$ cat config.mk
export PLATFORM = sky130hd
export DESIGN_NAME = fc_argmax_classifier
export DESIGN_NICKNAME = d
export VERILOG_FILES = /design/src/rtl/fc_argmax_classifier.sv
export SDC_FILE = /design/constraint.sdc
export NUM_CORES = 1
export LEC_CHECK = 0
export BUFFER_PORTS_ARGS = -buffer_cell sky130_fd_sc_hd__buf_4
export CORE_ASPECT_RATIO = 1.4
export CORE_MARGIN = 2
export CORE_UTILIZATION = 63
export DETAILED_ROUTE_END_ITERATION = 8
export GPL_ROUTABILITY_DRIVEN = 0
export PLACE_DENSITY = 0.84
export SLEW_MARGIN = 10
export SYNTH_ARGS = -nofsm -noshare
export SYNTH_HDL_FRONTEND = slang
export SYNTH_SLANG_ARGS = --single-unit
$ cat constraint.sdc
create_clock -name clk -period 6.9 [get_ports clk]
set_clock_uncertainty 0.2 [all_clocks]
set_input_delay 0.69 -clock clk [delete_from_list [all_inputs] [get_ports clk]]
set_output_delay 0.69 -clock clk [all_outputs]
set_load 0.1 [all_outputs]
$ cat src/rtl/fc_argmax_classifier.sv
// Argmax stage after the fully connected layer: tracks best and second-best
// class score per frame and publishes digit, score and confidence margin.
module fc_argmax_classifier #(
    parameter int unsigned NUM_CLASSES = 10,
    parameter int unsigned IDX_W       = 4
) (
    input  logic             clk,
    input  logic             rst_n,
    input  logic             valid_in,
    input  logic [11:0]      data_in,
    input  logic             clear,
    output logic [IDX_W-1:0] digit_out,
    output logic [11:0]      score_out,
    output logic [11:0]      margin_out,
    output logic             valid_out,
    output logic             busy,
    output logic [7:0]       frame_cnt
);

    localparam int unsigned DATA_W = 12;
    localparam int unsigned CNT_W  = 8;
    localparam logic [IDX_W-1:0]         LAST_IDX  = IDX_W'(NUM_CLASSES - 1);
    localparam logic signed [DATA_W-1:0] MIN_SCORE = 12'sh800;

    logic [IDX_W-1:0]         idx_q, idx_d;
    logic signed [DATA_W-1:0] best_q, best_d;
    logic signed [DATA_W-1:0] second_q, second_d;
    logic [IDX_W-1:0]         best_idx_q, best_idx_d;

    logic [IDX_W-1:0]  digit_d;
    logic [DATA_W-1:0] score_d;
    logic [DATA_W-1:0] margin_d;
    logic              valid_d;
    logic              busy_d;
    logic [CNT_W-1:0]  frame_cnt_d;

    logic signed [DATA_W-1:0] score_c;
    logic signed [DATA_W-1:0] fin_best_c;
    logic signed [DATA_W-1:0] fin_second_c;
    logic [IDX_W-1:0]         fin_idx_c;
    logic [DATA_W-1:0]        fin_margin_c;

    // Running state updated with the current beat
    always_comb begin
        score_c      = $signed(data_in);
        fin_best_c   = best_q;
        fin_second_c = second_q;
        fin_idx_c    = best_idx_q;
        if (idx_q == '0) begin
            fin_best_c   = score_c;
            fin_second_c = MIN_SCORE;
            fin_idx_c    = '0;
        end else if (score_c > best_q) begin
            fin_second_c = best_q;
            fin_best_c   = score_c;
            fin_idx_c    = idx_q;
        end else if (score_c > second_q) begin
            fin_second_c = score_c;
        end
        // best >= second always, so the 13-bit difference fits in 12 bits unsigned
        fin_margin_c = DATA_W'(fin_best_c - fin_second_c);
    end

    // Next-state and published-output logic
    always_comb begin
        idx_d       = idx_q;
        best_d      = best_q;
        second_d    = second_q;
        best_idx_d  = best_idx_q;
        digit_d     = digit_out;
        score_d     = score_out;
        margin_d    = margin_out;
        valid_d     = 1'b0;
        frame_cnt_d = frame_cnt;

        if (clear) begin
            idx_d      = '0;
            best_d     = '0;
            second_d   = MIN_SCORE;
            best_idx_d = '0;
        end else if (valid_in) begin
            best_d     = fin_best_c;
            second_d   = fin_second_c;
            best_idx_d = fin_idx_c;
            if (idx_q == LAST_IDX) begin
                idx_d       = '0;
                digit_d     = fin_idx_c;
                score_d     = fin_best_c;
                margin_d    = fin_margin_c;
                valid_d     = 1'b1;
                frame_cnt_d = frame_cnt + CNT_W'(1);
            end else begin
                idx_d = idx_q + IDX_W'(1);
            end
        end

        busy_d = (idx_d != '0);
    end

    always_ff @(posedge clk or negedge rst_n) begin
        if (!rst_n) begin
            idx_q      <= '0;
            best_q     <= '0;
            second_q   <= MIN_SCORE;
            best_idx_q <= '0;
            digit_out  <= '0;
            score_out  <= '0;
            margin_out <= '0;
            valid_out  <= 1'b0;
            busy       <= 1'b0;
            frame_cnt  <= '0;
        end else begin
            idx_q      <= idx_d;
            best_q     <= best_d;
            second_q   <= second_d;
            best_idx_q <= best_idx_d;
            digit_out  <= digit_d;
            score_out  <= score_d;
            margin_out <= margin_d;
            valid_out  <= valid_d;
            busy       <= busy_d;
            frame_cnt  <= frame_cnt_d;
        end
    end

endmodule

==> flow_summary.json, run 1 <==
{
  "outcome": "finished, final reports clean",
  "ir_drop_mv": 0.1391,
  "max_stage_delay_ns": 0.60,
  "crit_slowest_cell": "dfstp_2",
  "path_buf_inv": 3,
  "syn-cell-area_um2": 4420,
  "met2_length_mm": 5.075,
  "critPathArrivalTime_ns": 5.10,
  "synthCells": 505,
  "numClockSinks": 70,
  "tns_ns": 0,
  "vias": 3780,
  "cts-buffers-inserted": 9,
  "nets": 608,
  "crit_path_end_kind": "register",
  "cp.required_ns": 6.92,
  "grt_pass1_vias": 3579,
  "p_switching_uw": 379.3,
  "whs_ns": 0.2476,
  "grt_max_degree": 71,
  "gr-usage-all-layers_pct": 28.89,
  "ys_warn_count": 0,
  "ant_nets": 0,
  "drive_gt1_share_pct": 16.34,
  "drt_iter0_drc": 279,
  "area_growth_pct": 14.52,
  "wl_met1_mm": 4.397,
  "ys.flop_type": "dfrtp_1",
  "drv_slew": 0,
  "portBuffers": 53,
  "hp-class": "in2async",
  "holdBufCountCts": 0,
  "synth-seq-cells": 70,
  "swShare_pct": 34.48,
  "power.internal_uw": 720.8,
  "root_buffer": "clkbuf_8",
  "grt_overflow": 0,
  "max_slew_margin_pct": 39.53,
  "worstSetupPathType": "reg2reg",
  "insertedDiodeCount": 0,
  "p_comb_share_pct": 29.0,
  "worst_pin_slew_ns": 0.9037,
  "cts_tree": "yes",
  "die_y_um": 103.1,
  "crit_chain": "inv_1, ha_1, nand4_1, or3_1, nand3_1, buf_4, mux2i_1, a211oi_2, ha_1, inv_1, fa_1, a21o_1, a21oi_1, o21bai_1, a21oi_1, o21ai_0, a211o_1, a31oi_1, xor2_1, o21ai_0",
  "hpwlAfterDp_mm": 7.491,
  "rsz0062_at_grt": "false",
  "path_max_fanout": 13,
  "cts_setup_buffers": 0,
  "cp_top_family": "compound AO/OA/AOI/OAI gates",
  "worstSetupStartpointType": "register",
  "routed_wl_mm": 10.41,
  "antenna_found_initial": 0,
  "dieArea_um2": 7712,
  "cts_buffer_depth": 2,
  "hold_viol_final": 0,
  "drt_first_pass_iters": 5,
  "powerDensity_nw_per_um2": 217.3,
  "via_per_inst": 5.798,
  "io_pins": 54,
  "die_width_um": 74.80,
  "pwr-share-clk_pct": 30.9,
  "start_util_pct": 64.14,
  "seq_power_share_pct": 40.1,
  "postCtsResizedCells": 0,
  "max-cap-violations": 0,
  "wl_per_cell_um": 15.96,
  "htreeDepth": 3,
  "ys_async_sr_fraction_pct": 100.0,
  "synth_cell_types": 51,
  "grt_pass1_wl_mm": 16.92,
  "final.period_utilization_pct": 73.66,
  "highest_layer": "met4",
  "postSynthAreaPerCell_um2": 8.753,
  "setup_violations": 0,
  "drc": 0,
  "leakagePower_nw": 2.416,
  "timing.fmax_mhz": 196.7,
  "clock_latency_ns": 0.36,
  "path_clk_slew_ns": 0.08,
  "mostFrequentLayoutCells": "98 x nand2_1, 69 x dfrtp_1, 58 x buf_4, 45 x nor2_1, 42 x a21oi_1",
  "rows": 36,
  "core_region_area_um2": 6892,
  "fin_crit_ns": 5.083,
  "synth_edf_count": 0,
  "dr_wl_met3_um": 694,
  "yosysSeqAreaShare_pct": 39.65,
  "layout_commonest_cell": "nand2_1",
  "syn_nets": 561
}
path summary, 6_finish.rpt:
check                             start             end  slack [ns]  cells past startpoint
max                        second_q[11]  margin_out[10]        1.82                     20
min                               rst_n       best_q[5]        0.25                      1
max reg2reg                second_q[11]  margin_out[10]        1.82                     20
min reg2reg                score_out[4]    score_out[4]        0.27                      2
max in group asynchronous         rst_n    frame_cnt[2]        5.69                      1
min in group clk           score_out[4]    score_out[4]        0.27                      2
stage by stage:
stage | utilization, % | setup WS (ns) | power [mW] | cell area [um^2] | instances
after floorplan | - | 2.119 | 0.6848 | 4420 | 505
after global placement | 70.55 | 1.676 | 0.7544 | 4862 | 636
after detailed placement | 70.55 | 1.604 | 0.7633 | 4862 | 636
after CTS | 73.46 | 1.911 | 1.103 | 5062 | 652
after global routing | 73.46 | 1.606 | 1.149 | 5062 | 652
final | 73.46 | 1.817 | 1.100 | 5062 | 652
cells by family after synthesis:
group	count (synthesis)	share of synthesized area [%]
xor+xnor	15	2.972
simple gates	188	18.54
fa+ha+maj	40	11.49
compound gates	110	15.57
flops	70	39.65
buf+inv	55	5.349
mux	27	6.425
registers in the layout, indices dropped and copies added, names as in the netlist, 4 cells and up:
register	count
second_q	12
best_idx_q	4
margin_out	12
best_q	12
digit_out	4
idx_q	4
score_out	12
frame_cnt	8
cell usage after synthesis, drive strengths merged (4+ instances only):
cell    number  area (um^2)
o21ai       26        130.1
a22oi       13        97.59
dfrtp       69         1727
nand3        8        40.04
inv         33        123.9
nand2       98        367.9
clkbuf      12        45.04
nand4        8        50.05
mux2i       16        160.2
nor2        45        168.9
xnor2       12        105.1
mux2        11        123.9
a211o        4        35.03
nor3         4        20.02
ha          39        488.0
a21oi       42        210.2
buf         10        67.56
cell type report:
cell class                 instances  area (um^2)
timing repair buffer              58        435.4
clock inverter                     4        45.04
tap                               95        118.9
multi-input combinational        380         2431
fill                             541         1829
clock buffer                      12        155.1
inverter                          33        123.9
sequential                        70         1753
routing by layer:
layer,up-vias,global-route usage (%)
met3,23,5.572
met2,167,46.02
met4,0,11.26
li1,1842,-
met1,1748,38.80
met5,-,0
power by group through the flow:
stage / clock [mW] / sequential (mW) / combinational [mW]
2_1_floorplan: 0 / 0.502 / 0.182
3_3_place_gp: 0 / 0.448 / 0.307
3_5_place_dp: 0 / 0.449 / 0.315
4_1_cts: 0.345 / 0.441 / 0.317
5_1_grt: 0.357 / 0.443 / 0.350
6_report: 0.339 / 0.441 / 0.320
worst reg2reg max path, cell delays in order, from the launching register on:
cell and delay, ns:
dfstp_2 0.60, inv_1 0.09, ha_1 0.36, nand4_1 0.13, or3_1 0.45, nand3_1 0.11
buf_4 0.26, mux2i_1 0.13, a211oi_2 0.30, ha_1 0.22, inv_1 0.05, fa_1 0.39
a21o_1 0.17, a21oi_1 0.24, o21bai_1 0.10, a21oi_1 0.25, o21ai_0 0.14, a211o_1 0.31
a31oi_1 0.22, xor2_1 0.15, o21ai_0 0.08
No activity file was read; power rests on OpenSTA's default activity.
==> run 2: changes to the inputs <==
--- a/config.mk
+++ b/config.mk
@@ -8,10 +8,10 @@
 export BUFFER_PORTS_ARGS = -buffer_cell sky130_fd_sc_hd__buf_4
 export CORE_ASPECT_RATIO = 1.4
 export CORE_MARGIN = 2
-export CORE_UTILIZATION = 63
+export CORE_UTILIZATION = 59
 export DETAILED_ROUTE_END_ITERATION = 8
 export GPL_ROUTABILITY_DRIVEN = 0
-export PLACE_DENSITY = 0.84
+export PLACE_DENSITY = 0.8
 export SLEW_MARGIN = 10
 export SYNTH_ARGS = -nofsm -noshare
 export SYNTH_HDL_FRONTEND = slang
==> constraint.sdc (replaced) <==
create_clock -name clk -period 4.85 [get_ports clk]
set_clock_uncertainty 0.2 [all_clocks]
set_input_delay 0.485 -clock clk [delete_from_list [all_inputs] [get_ports clk]]
set_output_delay 0.485 -clock clk [all_outputs]
set_load 0.1 [all_outputs]
==> flow_summary.json, run 2 (same netlist as run 1, synthesis figures left out) <==
{
  "die_y_um": 106.4,
  "max-cap-violations": 0,
  "wl_per_cell_um": 16.28,
  "setup_violations": 0,
  "p_comb_share_pct": 31.8,
  "crit_path_end_kind": "register",
  "root_buffer": "clkbuf_8",
  "max_slew_margin_pct": 30.58,
  "cp.required_ns": 4.89,
  "fin_crit_ns": 4.635,
  "hpwlAfterDp_mm": 7.771,
  "routed_wl_mm": 10.84,
  "holdBufCountCts": 0,
  "layout_commonest_cell": "nand2_1",
  "htreeDepth": 3,
  "path_clk_slew_ns": 0.09,
  "grt_pass1_wl_mm": 17.88,
  "worstSetupStartpointType": "register",
  "numClockSinks": 70,
  "rows": 37,
  "cts-buffers-inserted": 9,
  "pwr-share-clk_pct": 27.8,
  "drv_slew": 0,
  "core_region_area_um2": 7315,
  "grt_max_degree": 71,
  "drt_iter0_drc": 243,
  "insertedDiodeCount": 0,
  "ir_drop_mv": 0.1731,
  "power.internal_uw": 980.7,
  "powerDensity_nw_per_um2": 298.8,
  "leakagePower_nw": 2.452,
  "io_pins": 54,
  "drc": 0,
  "cts_buffer_depth": 2,
  "vias": 3873,
  "hold_viol_final": 0,
  "worstSetupPathType": "reg2reg",
  "start_util_pct": 60.43,
  "max_stage_delay_ns": 0.39,
  "gr-usage-all-layers_pct": 27.86,
  "cp_top_family": "compound AO/OA/AOI/OAI gates",
  "hp-class": "in2async",
  "mostFrequentLayoutCells": "98 x nand2_1, 70 x buf_4, 68 x dfrtp_1, 44 x nor2_1, 40 x a21oi_1",
  "via_per_inst": 5.815,
  "whs_ns": 0.02357,
  "crit_slowest_cell": "dfrtp_1",
  "worst_pin_slew_ns": 1.037,
  "crit_chain": "inv_1, ha_1, a211o_1, o211ai_1, a32o_1, o211ai_1, nand3_1, buf_4, mux2i_1, a21oi_1, nand2_1, ha_1, a21o_1, a21oi_2, o21bai_1, a21oi_1, o21ai_0, a211o_1, a31oi_1, xor2_1, o21ai_0",
  "nets": 620,
  "clock_latency_ns": 0.36,
  "cts_tree": "yes",
  "grt_pass1_vias": 3814,
  "seq_power_share_pct": 40.4,
  "drive_gt1_share_pct": 20.04,
  "fillers": 588,
  "dieArea_um2": 8210,
  "path_buf_inv": 2,
  "critPathArrivalTime_ns": 4.67,
  "p_switching_uw": 568.8,
  "regToRegSetupSlack_ns": 0.22,
  "portBuffers": 53,
  "path_max_fanout": 4,
  "swShare_pct": 36.71,
  "timing.fmax_mhz": 215.8,
  "die_width_um": 77.16,
  "final.period_utilization_pct": 95.56,
  "drt_first_pass_iters": 6,
  "ant_nets": 0,
  "outcome": "finished, final reports clean",
  "area_growth_pct": 17.32,
  "grt_overflow": 0,
  "power_mw": 1.550,
  "antenna_found_initial": 0
}
==> run 2: cell count changes in the layout (fill, tap and decap cells not counted), sizes merged <==
cell | before | now
bufinv | 1 | 0
clkinvlp | 0 | 3
buf | 58 | 70
clkbuf | 12 | 10
==> run 2: layout make-up <==
class | count | area [um^2] | area share (%)
clock buffers | 10 | 137.6 | 2.654
repair buffers | 70 | 525.5 | 10.13
inverters | 33 | 123.9 | 2.388
multi-input cells | 380 | 2486 | 47.94
well taps | 97 | 121.4 | 2.340
clock inverters | 6 | 37.54 | 0.7238
flip-flops and latches | 70 | 1754 | 33.82
==> run 2: worst paths after layout <==
path	start	end	cells past startpoint
worst max register to register	second_q[5]	margin_out[10]	21
worst min register to register	frame_cnt[7]	frame_cnt[7]	1
worst max-delay path	second_q[5]	margin_out[10]	21
max in group asynchronous	rst_n	best_q[11]	1
min in group clk	data_in[10]	best_q[10]	3
worst min-delay path	rst_n	second_q[6]	1
==> run 2: power groups by stage <==
stage / registers, mW / logic (mW) / clock network (mW)
finish: 0.627 / 0.493 / 0.430
global route: 0.630 / 0.534 / 0.466
CTS: 0.626 / 0.473 / 0.440
detailed placement: 0.637 / 0.470 / 0
global placement: 0.636 / 0.460 / 0
floorplan: 0.715 / 0.260 / 0
==> run 2: stage by stage <==
step | instance area (um^2) | cells | utilization [%] | TNS [ns] | setup slack, ns
floorplan | 4420 | 505 | - | 0 | 0.2735
global placement | 4940 | 648 | 67.53 | 0 | 0.08050
finish | 5186 | 666 | 70.90 | 0 | 0.2154
CTS | 5115 | 664 | 69.93 | 0 | 0.01560
global route | 5186 | 666 | 70.90 | -0.04682 | -0.02800
detailed placement | 4940 | 648 | 67.53 | -0.04541 | -0.04541
==> run 2: what timing repair did <==
action | 4_1_cts | 5_1_grt
buffers inserted | 0 | 2
endpoints found under the setup margin | 0 | 3
resized for setup | 0 | 11
==> run 2: metal layers <==
layer / track usage [%] / up-vias / wire, um / part of all wire, %
li1: - / 1860 / - / -
met1: 34.58 / 1834 / 4502 / 42
met2: 44.91 / 140 / 5285 / 49
met4: 16.84 / 0 / 442 / 4.1
met3: 5.263 / 39 / 610 / 5.6
met5: 0 / - / 0 / 0
==> run 2: worst register-to-register path: cells and delay by family (launching register included) <==
| kind | cells | cell delay, ns |
|---|---|---|
| AOI/OAI and AO/OA | 13 | 2.50 |
| adders and majority gates | 2 | 0.63 |
| DFF | 1 | 0.39 |
| and+or+nand+nor | 2 | 0.29 |
| buffers and inverters | 2 | 0.27 |
| xor gates and xnor gates | 1 | 0.15 |
| muxes | 1 | 0.13 |
==> run 3: changes to the inputs <==
--- a/config.mk
+++ b/config.mk
@@ -11,7 +11,7 @@
 export CORE_UTILIZATION = 59
 export DETAILED_ROUTE_END_ITERATION = 8
 export GPL_ROUTABILITY_DRIVEN = 0
-export PLACE_DENSITY = 0.8
+export PLACE_DENSITY_LB_ADDON = 0.2
 export SLEW_MARGIN = 10
 export SYNTH_ARGS = -nofsm -noshare
 export SYNTH_HDL_FRONTEND = slang
==> flow_summary.json, run 3 (same netlist as run 1, synthesis figures left out) <==
{
  "power_mw": 1.623,
  "leakagePower_nw": 2.497,
  "max_slew_margin_pct": 37.59,
  "io_pins": 54,
  "hpwlAfterDp_mm": 7.880,
  "placed_cell_area_um2": 4955,
  "timing.fmax_mhz": 213.9,
  "hp-class": "in2async",
  "grt_pass1_vias": 3880,
  "fillers": 602,
  "portBuffers": 53,
  "die_y_um": 106.4,
  "crit_path_end_kind": "register",
  "multi_input_area_um2": 2495,
  "drv_slew": 0,
  "gr-usage-all-layers_pct": 28.75,
  "worstSetupStartpointType": "register",
  "die_width_um": 77.16,
  "area_growth_pct": 18.94,
  "layout.cells.non_filler": 669,
  "dieArea_um2": 8210,
  "placed_cells": 650,
  "hold_viol_final": 0,
  "gr-usage-met2_pct": 47.76,
  "drive_gt1_share_pct": 20.98,
  "whs_ns": 0.04803,
  "numClockSinks": 70,
  "max-cap-violations": 0,
  "use_met3_pct": 6.027,
  "drt_first_pass_iters": 5,
  "tns_ns": 0,
  "outcome": "finished, final reports clean",
  "via_per_inst": 5.922,
  "cts-buffers-inserted": 9,
  "regToRegSetupSlack_ns": 0.17,
  "layout_commonest_cell": "nand2_1",
  "grt_overflow": 0,
  "drt_iter0_drc": 206,
  "gr-max-usage-layer": "met2",
  "regArea_um2": 1754,
  "ir_drop_mv": 0.1765,
  "grt_max_degree": 71,
  "cts_tree": "yes",
  "dpl_worst_slack_ns": -0.1303,
  "cp.required_ns": 4.88,
  "powerDensity_nw_per_um2": 308.7,
  "wl_per_cell_um": 16.70,
  "ant_nets": 0,
  "vias": 3962,
  "htreeDepth": 3,
  "start_util_pct": 60.43,
  "timing.final.ws_setup_ns": 0.1742,
  "grt_pass1_wl_mm": 18.47,
  "final.period_utilization_pct": 96.41,
  "worst_pin_slew_ns": 0.9327,
  "core_region_area_um2": 7315,
  "fin_crit_ns": 4.676,
  "rows": 37,
  "worstSetupPathType": "reg2reg",
  "design_area_um2": 5258,
  "antenna_found_initial": 0,
  "path_max_fanout": 6,
  "critPathArrivalTime_ns": 4.71,
  "root_buffer": "clkbuf_8",
  "insertedDiodeCount": 0,
  "nets": 624,
  "mostFrequentLayoutCells": "98 x nand2_1, 74 x buf_4, 68 x dfrtp_1, 45 x nor2_1, 38 x a21oi_1",
  "drc": 0,
  "setup_violations": 0,
  "path_clk_slew_ns": 0.07,
  "clock_latency_ns": 0.36,
  "routed_wl_mm": 11.17,
  "cts_buffer_depth": 2,
  "globalRouteMet1Util_pct": 35.99,
  "postLayoutCoreUtil_pct": 71.88
}
## run 3: final timing paths
path	start	to	cells past startpoint
min reg2reg	frame_cnt[7]	frame_cnt[7]	1
min in group clk	data_in[0]	best_q[0]	3
max	best_q[2]	margin_out[10]	20
max reg2reg	best_q[2]	margin_out[10]	20
min	rst_n	margin_out[7]	1
max in group asynchronous	rst_n	best_q[11]	1
## run 3: critical path, stage by stage (launching register included)
cell and delay [ns]:
dfrtp_1 0.43, inv_1 0.06, ha_1 0.28, o21ai_0 0.21, a21oi_1 0.11, o31ai_2 0.25, and4b_1 0.29, a211oi_2 0.06
nor2_1 0.23, buf_4 0.21, mux2_2 0.36, ha_1 0.34, a21o_1 0.20, a21oi_2 0.15, o21bai_1 0.09, a21oi_2 0.17
o21ai_1 0.11, a211o_1 0.34, a31oi_2 0.20, xor2_1 0.17, o21ai_0 0.08
## run 3: per-layer routing
metal | wire [um] | vias up
met5 | 0 | -
met4 | 328 | 0
met3 | 821 | 35
met2 | 5610 | 166
met1 | 4411 | 1892
li1 | - | 1869
## run 3: where the power goes
group	leakage [nW]	total, mW	switching (mW)	internal (mW)
registers	0.950	0.627	0.0202	0.607
clock network	0.104	0.495	0.219	0.276
logic	1.44	0.501	0.320	0.181
## run 3: cell type report
| type | count | area share [%] |
|---|---|---|
| inverters | 33 | 2.356 |
| clock buffers | 12 | 3.141 |
| repair buffers | 74 | 10.57 |
| flip-flops and latches | 70 | 33.37 |
| clock inverters | 3 | 0.8091 |
| well taps | 97 | 2.308 |
| multi-input cells | 380 | 47.45 |
## run 3: what timing repair did
| item | CTS | global route |
|---|---|---|
| resized for setup | 2 | 13 |
| endpoints found under the setup margin | 1 | 4 |
| setup buffers | 1 | 3 |
| pin swaps | 2 | 5 |
| hold buffers | 0 | 0 |
